**src/rtl/bus_pkg.sv**
```systemverilog
// Shared slave-bus definitions: handshake FSM states, BUS_mode encodings,
// timer register offsets and the CTRL register layout.
package bus_pkg;

  typedef enum logic [1:0] {
    ST_IDLE     = 2'd0,
    ST_W_ACK    = 2'd1,
    ST_R_VAL    = 2'd2,
    ST_WAIT_LOW = 2'd3
  } bus_state_e;

  localparam logic MODE_READ  = 1'b0;
  localparam logic MODE_WRITE = 1'b1;

  localparam logic [7:0] OFF_CTRL   = 8'h00;
  localparam logic [7:0] OFF_LOAD   = 8'h04;
  localparam logic [7:0] OFF_COUNT  = 8'h08;
  localparam logic [7:0] OFF_STATUS = 8'h0C;
  localparam logic [7:0] OFF_PRESC  = 8'h10;

  typedef struct packed {
    logic ie;
    logic auto_rld;
    logic en;
  } ctrl_t;

endpackage

```
**src/rtl/bus_slave_if.sv**
```systemverilog
// Slave-side handshake for the shared valid/ready bus plus window decode.
// Ports:
//   clk, rst_n                 clock, async active-low reset
//   BUS_addr/wdata/mode/valid  master request
//   BUS_rready                 master accepts read data
//   BUS_wready, BUS_rvalid     handshake outputs (decoded from state)
//   BUS_rdata                  read data snapshot, 0 while rvalid low
//   wr_en, rd_en               one-cycle strobes into the register core
//   offset, wdata              word-aligned offset and write data
//   rdata_in                   register core read mux, latched on rd_en
module bus_slave_if
  import bus_pkg::*;
#(
  parameter logic [31:0] BASE_ADDR = 32'h1000_0000
) (
  input  logic        clk,
  input  logic        rst_n,
  input  logic [31:0] BUS_addr,
  input  logic [31:0] BUS_wdata,
  input  logic        BUS_mode,
  input  logic        BUS_valid,
  input  logic        BUS_rready,
  output logic        BUS_wready,
  output logic        BUS_rvalid,
  output logic [31:0] BUS_rdata,
  output logic        wr_en,
  output logic        rd_en,
  output logic [7:0]  offset,
  output logic [31:0] wdata,
  input  logic [31:0] rdata_in
);

  bus_state_e  state_q, state_d;
  logic [31:0] rdata_q, rdata_d;
  logic        sel, req;
  logic        unused_addr_lsb;

  assign sel    = (BUS_addr[31:8] == BASE_ADDR[31:8]);
  // Requests are only taken in IDLE, so a held valid is serviced once.
  assign req    = (state_q == ST_IDLE) && BUS_valid && sel;
  assign wr_en  = req && (BUS_mode == MODE_WRITE);
  assign rd_en  = req && (BUS_mode == MODE_READ);
  assign offset = {BUS_addr[7:2], 2'b00};
  assign wdata  = BUS_wdata;
  assign unused_addr_lsb = ^BUS_addr[1:0];

  always_comb begin
    state_d = state_q;
    rdata_d = rdata_q;
    case (state_q)
      ST_IDLE: begin
        if (wr_en) begin
          state_d = ST_W_ACK;
        end else if (rd_en) begin
          state_d = ST_R_VAL;
          rdata_d = rdata_in;
        end
      end
      ST_W_ACK:    state_d = ST_WAIT_LOW;
      ST_R_VAL:    if (BUS_rready) state_d = ST_WAIT_LOW;
      ST_WAIT_LOW: if (!BUS_valid) state_d = ST_IDLE;
      default:     state_d = ST_IDLE;
    endcase
  end

  always_ff @(posedge clk or negedge rst_n) begin
    if (!rst_n) begin
      state_q <= ST_IDLE;
      rdata_q <= '0;
    end else begin
      state_q <= state_d;
      rdata_q <= rdata_d;
    end
  end

  // Decoded straight from the state flop so reset drops them at once.
  assign BUS_wready = (state_q == ST_W_ACK);
  assign BUS_rvalid = (state_q == ST_R_VAL);
  assign BUS_rdata  = BUS_rvalid ? rdata_q : 32'd0;

endmodule

```
**src/rtl/bus_timer_slave.sv**
```systemverilog
// Memory-mapped prescaled down-counter with level interrupt.
// Ports:
//   clk, rst_n        clock, async active-low reset
//   BUS_*             shared slave bus (see bus_slave_if)
//   irq               registered STATUS.flag & CTRL.ie
// Registers: CTRL(en,auto_rld,ie) LOAD COUNT STATUS(flag, W1C) PRESC.
module bus_timer_slave
  import bus_pkg::*;
#(
  parameter logic [31:0] BASE_ADDR = 32'h1000_0000,
  parameter int          PRESC_W   = 16
) (
  input  logic        clk,
  input  logic        rst_n,
  input  logic [31:0] BUS_addr,
  input  logic [31:0] BUS_wdata,
  input  logic        BUS_mode,
  input  logic        BUS_valid,
  input  logic        BUS_rready,
  output logic        BUS_wready,
  output logic        BUS_rvalid,
  output logic [31:0] BUS_rdata,
  output logic        irq
);

  logic        wr_en, rd_en;
  logic [7:0]  offset;
  logic [31:0] wdata, rdata_in;

  bus_slave_if #(.BASE_ADDR(BASE_ADDR)) u_if (
    .clk        (clk),
    .rst_n      (rst_n),
    .BUS_addr   (BUS_addr),
    .BUS_wdata  (BUS_wdata),
    .BUS_mode   (BUS_mode),
    .BUS_valid  (BUS_valid),
    .BUS_rready (BUS_rready),
    .BUS_wready (BUS_wready),
    .BUS_rvalid (BUS_rvalid),
    .BUS_rdata  (BUS_rdata),
    .wr_en      (wr_en),
    .rd_en      (rd_en),
    .offset     (offset),
    .wdata      (wdata),
    .rdata_in   (rdata_in)
  );

  ctrl_t              ctrl_q, ctrl_d;
  logic [31:0]        load_q, load_d;
  logic [31:0]        count_q, count_d;
  logic               flag_q, flag_d;
  logic [PRESC_W-1:0] presc_q, presc_d;
  logic [PRESC_W-1:0] pcnt_q, pcnt_d;
  logic               irq_q, irq_d;
  logic               tick, expire;

  assign tick   = ctrl_q.en && (pcnt_q == presc_q);
  assign expire = tick && (count_q == 32'd0);

  always_comb begin
    ctrl_d  = ctrl_q;
    load_d  = load_q;
    count_d = count_q;
    flag_d  = flag_q;
    presc_d = presc_q;
    pcnt_d  = '0;

    if (ctrl_q.en) pcnt_d = tick ? '0 : pcnt_q + PRESC_W'(1);

    if (tick) begin
      if (count_q != 32'd0)  count_d   = count_q - 32'd1;
      else if (ctrl_q.auto_rld) count_d = load_q;
      else                   ctrl_d.en = 1'b0;
    end

    // Bus writes are applied after the tick so they take priority.
    if (wr_en) begin
      case (offset)
        OFF_CTRL: begin
          ctrl_d = ctrl_t'(wdata[2:0]);
          if (wdata[0]) pcnt_d = '0;
        end
        OFF_LOAD:   load_d  = wdata;
        OFF_COUNT:  count_d = wdata;
        OFF_STATUS: if (wdata[0]) flag_d = 1'b0;
        OFF_PRESC:  presc_d = wdata[PRESC_W-1:0];
        default:    ;
      endcase
    end

    // Hardware set wins over a same-cycle W1C.
    if (expire) flag_d = 1'b1;

    irq_d = flag_q & ctrl_q.ie;
  end

  always_comb begin
    rdata_in = 32'd0;
    if (rd_en) begin
      case (offset)
        OFF_CTRL:   rdata_in = {29'd0, ctrl_q};
        OFF_LOAD:   rdata_in = load_q;
        OFF_COUNT:  rdata_in = count_q;
        OFF_STATUS: rdata_in = {31'd0, flag_q};
        OFF_PRESC:  rdata_in = 32'(presc_q);
        default:    rdata_in = 32'd0;
      endcase
    end
  end

  always_ff @(posedge clk or negedge rst_n) begin
    if (!rst_n) begin
      ctrl_q  <= '0;
      load_q  <= '0;
      count_q <= '0;
      flag_q  <= 1'b0;
      presc_q <= '0;
      pcnt_q  <= '0;
      irq_q   <= 1'b0;
    end else begin
      ctrl_q  <= ctrl_d;
      load_q  <= load_d;
      count_q <= count_d;
      flag_q  <= flag_d;
      presc_q <= presc_d;
      pcnt_q  <= pcnt_d;
      irq_q   <= irq_d;
    end
  end

  assign irq = irq_q;

endmodule

```
**config.mk**
```make
export PLATFORM = sky130hd
export DESIGN_NAME = bus_timer_slave
export DESIGN_NICKNAME = d
export VERILOG_FILES = /design/src/rtl/bus_pkg.sv /design/src/rtl/bus_slave_if.sv /design/src/rtl/bus_timer_slave.sv
export SDC_FILE = /design/constraint.sdc
export NUM_CORES = 1
export LEC_CHECK = 0
export CORE_MARGIN = 3
export CORE_UTILIZATION = 60
export DETAILED_ROUTE_END_ITERATION = 7
export GPL_TIMING_DRIVEN = 0
export HOLD_SLACK_MARGIN = 0.15
export PLACE_DENSITY = 0.9
export SYNTH_ARGS = -nofsm -noshare
export SYNTH_HDL_FRONTEND = slang
export SYNTH_SLANG_ARGS = --single-unit
```
**constraint.sdc**
```tcl
create_clock -name clk -period 7.7 [get_ports clk]
set_clock_uncertainty 0.15 [all_clocks]
set_input_delay 1.155 -clock clk [delete_from_list [all_inputs] [get_ports clk]]
set_output_delay 1.155 -clock clk [all_outputs]
set_load 0.005 [all_outputs]
```
After elaboration in Yosys (flattened, before gate mapping):

Index checks and enable logic that the tools add are counted.

* flip-flop bits (word level): 135
* output and inout port bits: 35
* logic and storage cells: 73

* $add $sub $neg: 2
* equal/unequal tests: 12
* mux-type cells: 26
* bitwise logic cells: 3
* reductions and logical operators: 19

Operators with widths (count)
* 2-to-1 mux 32 bit: 6
* case mux 32 bit (5 select lines): 1
* 2-to-1 mux 16 bit: 5
* zero test 32 bit: 1
* nonzero test 32 bit: 1
* subtractor 32 x 1 -> 32 bit (second input constant): 1
* == test 24 x 21 -> 1 bit (second input constant): 1
* adder 16 x 1 -> 16 bit (second input constant): 1
* == test 16 bit: 1
* == test 6 x 2 -> 1 bit (second input constant): 2
* 2-to-1 mux 1 bit: 9
* AND reduction 3 bit: 3
* zero test 8 bit: 1
* 2-to-1 mux 2 bit: 4
* case mux 2 bit (4 select lines): 1
* == test 6 x 1 -> 1 bit (second input constant): 1
* == test 6 x 3 -> 1 bit (second input constant): 1
* logical AND 1 bit: 6
* AND reduction 2 bit: 3
* nonzero test 2 bit: 3
* == test 2 bit (second input constant): 2
* != test 2 bit (second input constant): 2
* != test 3 x 2 -> 1 bit (second input constant): 1
* == test 2 x 1 -> 1 bit (second input constant): 1
* 3 further kinds: 4

Depth between registers and ports, before layout:

Gate-level depths: netlist (run 1).

* depth in word-level cells: 7
* depth in mapped cells: 10
* mapped depth without buffers: 8

Hierarchy:

From an unflattened synthesis (run 1), not the netlist that was laid out.

* cells, all modules: 836
* area, all modules: 8129.0 µm²

Modules (own cells, without submodules)
* bus_timer_slave: times used 1, cells each 661, area an instance 6143.4 µm², seq. area each 2527.4 µm²
* bus_slave_if: times used 1, cells each 175, area an instance 1985.7 µm², seq. area each 850.8 µm²

Least setup slack after synthesis (run 1):

Ideal clock, no wire load.

* path type: input port to flip-flop
* start point: in BUS_addr[9]
* end point: reg load_q[10]
* library setup time: 125 ps
* arrival time: 3071 ps
* path slack: 4354 ps
* cell stages on the path: 7
* buffers on the path: 1
* cells stage by stage: nor4bb_1 > and4_1 > and2_0 > nand2_1 > nor3_1 > clkbuf_1 > mux2_2

* word-level cells in the longest chain between the ends: 4

RTL lines
* start, declared: line bus_timer_slave.sv:15 `input logic [31:0] BUS_addr,`
* == test 24 x 21 -> 1 bit: line bus_slave_if.sv:38 `assign sel = (BUS_addr[31:8] == BASE_ADDR[31:8]);`
* logical AND 1 bit: line bus_slave_if.sv:40 `assign req = (state_q == ST_IDLE) && BUS_valid && sel;`
* logical AND 1 bit: line bus_slave_if.sv:41 `assign wr_en = req && (BUS_mode == MODE_WRITE);`
* AND reduction 2 bit (no source line)
* end signal, assigned: line bus_timer_slave.sv:122 `load_q <= load_d;`
* end, declared: line bus_timer_slave.sv:49 `logic [31:0] load_q, load_d;`

Every way passes these cells.
A chain may end at the register's enable or synchronous reset.

Final worst setup path (run 1):

* start point: in BUS_addr[5]
* end point: reg count_q[6]

* word-level cells in the longest chain between the ends: 3

RTL lines
* == test 6 x 2 -> 1 bit: line bus_timer_slave.sv:78 `case (offset)`
* 2-to-1 mux 32 bit: line bus_timer_slave.sv:78
* 2-to-1 mux 32 bit: line bus_timer_slave.sv:77 `if (wr_en) begin`
* via count_d[6]: line bus_timer_slave.sv:50 `logic [31:0] count_q, count_d;`
* end signal, assigned: line bus_timer_slave.sv:123 `count_q <= count_d;`
* end, declared: line bus_timer_slave.sv:50

The timed path passes the listed nets, and every way through them passes these cells.

==> qor.csv, run 1 <==
metric,value,unit
slew_violations,0,
hold_viol_final,0,
violations,DRC,
syn_to_final_growth,24.1,%
period_share,54.7,%
synth_cells,769,
path_clk_slew,0.06,ns
top_layer,met4,
num_rows,40,
postCtsSetupBuffers,0,
die_x,118,µm
netlist_area,7570,µm²
grt_usage,33.9,%
slew_headroom,25.8,%
clock_tree.root_cell,clkbuf_16,
synth_area_leaders,"dfrtp_1 45%, mux2_2 7.9%, nand2_1 3.9%, o21ai_0 3.4%, and2_1 3.1%",
layout-drive-gt1-share,12.7,%
diodes,0,
status,"finished, violations left",
fin_nets,967,
core-area,12200,µm²
whs,0.322,ns
antenna_found_initial,0,
synth_most_common_cell,dfrtp_1,
ys_types,64,
fmaxAchievable,237,MHz
synth_edf_count,0,
fin_cells,1071,
ys.flop_type,dfrtp_1,
wl_met2,11400,µm
clock_latency,0.43,ns
worstPathRequired,7.82,ns
synth_common_cells,"135 x dfrtp_1, 79 x nand2_1, 53 x mux2_2",
tns,0,ns
path_class,input port to flip-flop,
rsz0062_at_grt,false,
place_hpwl,16700,µm
critPathMaxFanout,10,
ios,104,
num_vias,7032,
critPathArrivalTime,4.33,ns
cts.sinks,135,
maxCapViolCount,0,
dieArea,14000,µm²
vias_per_cell,6.57,
finalSetupViolCount,0,
vdd_drop_max,0.000175,V
fin_util,77.2,%
grt_pass1_wl,37500,µm
drc,54,
synth_seq_area_share,44.7,%
period_minus_slack,4.21,ns
ys_warn_count,0,
grt_pass1_vias,6984,
dp_cells,1039,
synth_area_per_cell,9.84,µm²
initial_core_util,62.2,%
ctsHoldBuffers,0,
htree_num_levels,4,
drt_iter0_markers,956,
dp_slack,3.23,ns
synth_top_cell_area_share,44.7,%
synthArstFlopShare,100,%
wl,23600,µm
worst_slack,3.49,ns
place.gp.congestion,0.981,
p_leak,3.97,nW
grt_overflow,0,
cts_buffer_depth,2,
power_density,166,nW/µm²
syn_nets,846,
worst_pin_slew,1.11,ns
ys_ff_latch,135,
ant_nets,0,
synth.largest_area_cell,dfrtp_1,
worstSetupStartpointType,input port,
wl_met1,9120,µm
die_h,118,µm
wl_per_cell,22.0,µm
io_buffers,101,
multi_input_area,3890,µm²
cts_buffers,17,
register_area,3380,µm²
cts-resized-gates,0,
grt_max_degree,106,
tritoncts,built,
route.met3.wl,2200,µm
worstSetupEndpointType,flip-flop,
first_pass_iters,8,
hp-class,flip-flop to flip-flop,
fillers,815,
per-layer routing:
layer | track usage (%) | vias to the layer above
li1 | - | 3091
met1 | 42.3 | 3402
met2 | 55.8 | 461
met3 | 7.80 | 78
met4 | 16.3 | 0
met5 | 0 | -
critical path: stages:
cell	delay, ns
clkdlybuf4s50_1	0.44
nor4_1	0.79
and3b_1	0.28
clkbuf_1	0.30
and3_1	0.24
clkbuf_1	0.27
clkbuf_1	0.64
o31ai_1	0.21
sequential cells by signal, summed over array words and instances (netlist names):
name	flops
flag_q	1
u_if.state_q	2
presc_q	16
ctrl_q	3
load_q	32
pcnt_q	16
u_if.rdata_q	32
count_q	32
irq	1
stage by stage:
| stage | power [mW] | cell area [µm²] |
|---|---|---|
| after floorplan | 0.727 | 7570 |
| after global placement | 0.781 | 8790 |
| after detailed placement | 0.785 | 8820 |
| after CTS | 1.55 | 9390 |
| after global routing | 1.59 | 9390 |
| final | 1.56 | 9390 |
where the power goes:
group          total (mW)  switching [mW]  internal (mW)
logic              0.0634          0.0300         0.0334
clock network       0.785           0.317          0.468
registers           0.710       0.0000279          0.710
total                1.56           0.347           1.21
worst paths after layout:
path                             startpoint               end  slack [ns]  cells after the start
min in group asynchronous             rst_n  u_if.rdata_q[15]        0.46                      1
max in group asynchronous             rst_n        presc_q[9]        6.10                      2
hold / removal             u_if.rdata_q[29]  u_if.rdata_q[29]        0.32                      2
setup reg to reg            u_if.state_q[0]        load_q[26]        3.96                      9
setup / recovery                BUS_addr[5]        count_q[6]        3.49                      8
hold reg to reg            u_if.rdata_q[29]  u_if.rdata_q[29]        0.32                      2
cell type report:
cell class | instances | area share, %
Buffer | 57 | 2.76
Clock buffer | 21 | 5.01
Clock inverter | 11 | 1.07
Inverter | 12 | 0.480
Multi-Input combinational cell | 565 | 41.4
Sequential cell | 135 | 36.0
Tap cell | 168 | 2.24
Timing Repair Buffer | 102 | 11.1
placed cells by master, fill, tap and decap left out, drive strengths merged, types with 4 or more instances in the layout:
cell type / instances
a2bb2oi: 8
nor2: 49
o21ai: 55
clkinv: 5
and3: 13
a31oi: 13
a22o: 4
or2: 4
nor4: 26
mux2: 53
buf: 13
clkdlybuf4s50: 100
or4: 8
xnor2: 7
ha: 8
inv: 12
nand2: 79
nand4: 11
clkinvlp: 5
xor2: 26
and2: 39
mux2i: 15
nor3: 13
o31ai: 20
nand3: 17
o41ai: 5
a211oi: 10
a21oi: 9
a222oi: 16
a22oi: 18
clkbuf: 67
dfrtp: 135
kinds of logic (layout without fill, tap and decap cells):
kind of cell	count (synthesis)	in the layout	synth area share (%)
AO/OA/AOI/OAI	181	181	17.1
XOR/XNOR	33	33	3.82
adder cells (fa/ha/maj)	8	8	1.32
buffers and inverters	69	203	4.02
flip-flops	135	135	44.7
multiplexers	68	68	9.87
AND/OR/NAND/NOR	275	275	19.2
Note: power is estimated with default switching activity, not from simulation.
==> run 2: changes to the inputs <==
--- a/config.mk
+++ b/config.mk
@@ -6,11 +6,11 @@
 export NUM_CORES = 1
 export LEC_CHECK = 0
 export CORE_MARGIN = 3
-export CORE_UTILIZATION = 60
+export CORE_UTILIZATION = 56
 export DETAILED_ROUTE_END_ITERATION = 7
 export GPL_TIMING_DRIVEN = 0
 export HOLD_SLACK_MARGIN = 0.15
-export PLACE_DENSITY = 0.9
+export PLACE_DENSITY = 0.85
 export SYNTH_ARGS = -nofsm -noshare
 export SYNTH_HDL_FRONTEND = slang
 export SYNTH_SLANG_ARGS = --single-unit
==> constraint.sdc (replaced) <==
create_clock -name clk -period 4.4 [get_ports clk]
set_clock_uncertainty 0.15 [all_clocks]
set_input_delay 0.66 -clock clk [delete_from_list [all_inputs] [get_ports clk]]
set_output_delay 0.66 -clock clk [all_outputs]
set_load 0.005 [all_outputs]
==> run 2 against run 1 <==
The run now ends clean. Sequential share of layout area is 0.19 points lower. Via count is 2.6% lower. Global-route usage is 3.6 points lower. Highest routed layer unchanged. First-iteration DRC count is 10% lower. Sequential cell count stayed put. Routed wire length is 7.0% lower. Power is 79% higher. Non-clock buffer count is 1 higher. Cell area is 0.52% higher. Register-to-register slack worse by 3.3 ns.
==> qor.csv, run 2 (synthesis gave the netlist of run 1 again) <==
metric,value,unit
grt_pass1_vias,6670,
dieArea,14900,µm²
power_density,296,nW/µm²
diodes,0,
reg.largest.list,"count_q: 32 flops, load_q: 32 flops, u_if.rdata_q: 32 flops",
grt_pass1_wl,34800,µm
first_pass_iters,7,
fin_nets,968,
layout-drive-gt1-share,12.7,%
antenna_found_initial,0,
p_seq_share,44.5,%
cts-resized-gates,0,
whs,0.318,ns
core-area,12900,µm²
grt_overflow,0,
power.internal,2.22,mW
grt_usage,30.2,%
initial_core_util,58.5,%
worstHoldPathCells,2,
register_area,3380,µm²
worstHoldEndpoint,u_if.rdata_q[31],
power_frac_comb,3.9,%
wl_per_cell,20.4,µm
path_class,flip-flop to flip-flop,
cts.sinks,135,
period_share,84.0,%
reg2reg_setup_slack,0.70,ns
drt_iter0_markers,857,
vias_per_cell,6.36,
slew_violations,0,
io_buffers,101,
p_switching,0.571,mW
critPathArrivalTime,3.85,ns
maxCapViolCount,0,
period_minus_slack,3.70,ns
worstSetupStartpointType,flip-flop,
r2r-start,u_if.state_q[0],
reg2reg_to,load_q[27],
worstPathRequired,4.56,ns
worstSetupEndpointType,flip-flop,
die_x,122,µm
ant_nets,0,
status,"finished, final reports clean",
clock_tree.root_cell,clkbuf_16,
hp-start,u_if.rdata_q[31],
vdd_drop_max,0.000210,V
path_clk_slew,0.05,ns
htree_num_levels,4,
place_hpwl,15500,µm
tns,0,ns
fmaxAchievable,270,MHz
finalPower,2.79,mW
die_h,122,µm
p_leak,4.00,nW
tritoncts,built,
multi_input_area,3890,µm²
r2r_cells,9,
num_rows,41,
ios,104,
final_cell_mix,"135 x dfrtp_1, 100 x clkdlybuf4s50_1, 79 x nand2_1",
final_common_cell,dfrtp_1,
hold_viol_final,0,
slew_headroom,31.0,%
drc,0,
rsz0062_at_grt,false,
fillers,948,
p_sw_share,20.5,%
place.gp.congestion,0.980,
syn_to_final_growth,24.8,%
finalSetupViolCount,0,
hp-class,flip-flop to flip-flop,
worst_pin_slew,1.03,ns
grt_max_degree,98,
critPathMaxFanout,10,
wl,21900,µm
pwr-share-clk,51.6,%
cts_buffers,17,
clock_latency,0.42,ns
cts_buffer_depth,2,
num_vias,6847,
-- run 2: cell types whose count changed in the layout (fill, tap and decap cells not counted), sizes merged --
cell,previous run,this run
bufinv,1,2
clkbuf,67,70
clkinvlp,5,1
dlygate4sd3,0,1
-- run 2: timing repair --
item / 4_1_cts / 5_1_grt
endpoints found under the hold margin: 38 / 0
buffers inserted: 0 / 0
hold buffers: 1 / 0
-- run 2: worst max-delay path, cell delays in order, from the launching register on --
cell	delay, ns
dfrtp_1	0.41
inv_1	0.12
ha_1	0.18
nor4bb_1	0.28
and4_1	0.25
and2_0	0.31
nand2_1	0.19
nor3_1	0.62
clkbuf_1	0.64
mux2_2	0.42
-- run 2: power groups by stage --
stage	combinational [mW]	sequential [mW]	clock, mW
2_1_floorplan	0.00728	1.26	0
3_3_place_gp	0.103	1.27	0
3_5_place_dp	0.107	1.26	0
4_1_cts	0.109	1.24	1.45
5_1_grt	0.118	1.24	1.50
6_report	0.109	1.24	1.44
-- run 2: how the worst max path moves through the flow --
stage                         start         endpoint
floorplan                count_q[0]      count_q[17]
global placement              rst_n  u_if.rdata_q[8]
detailed placement      BUS_addr[3]       presc_q[5]
CTS                     BUS_addr[3]       presc_q[5]
global route        u_if.state_q[1]       load_q[27]
finish              u_if.state_q[0]       load_q[27]
-- run 2: routing by layer --
metal	wire length [µm]	global-route usage (%)
met4	854	15.7
met5	0	0
met3	2140	5.99
met1	8700	40.1
met2	10200	47.3
-- run 2: final cells by class --
class                           count  area share [%]
Buffer                             57            2.74
Timing Repair Buffer              103            11.1
Inverter                           12           0.477
Tap cell                          172            2.28
Clock inverter                      8           0.981
Clock buffer                       24            5.42
Sequential cell                   135            35.8
Multi-Input combinational cell    565            41.2
-- run 2: metrics by stage --
stage          cell area, µm²  util (%)  std cells  worst slack [ns]
2_1_floorplan            7570         -        769              1.40
4_1_cts                  9440      73.0       1076             0.713
6_report                 9440      73.0       1076             0.703
3_3_place_gp             8790      68.0       1042             -2.68
5_1_grt                  9440      73.0       1076             0.510
3_5_place_dp             8820      68.2       1043             0.284
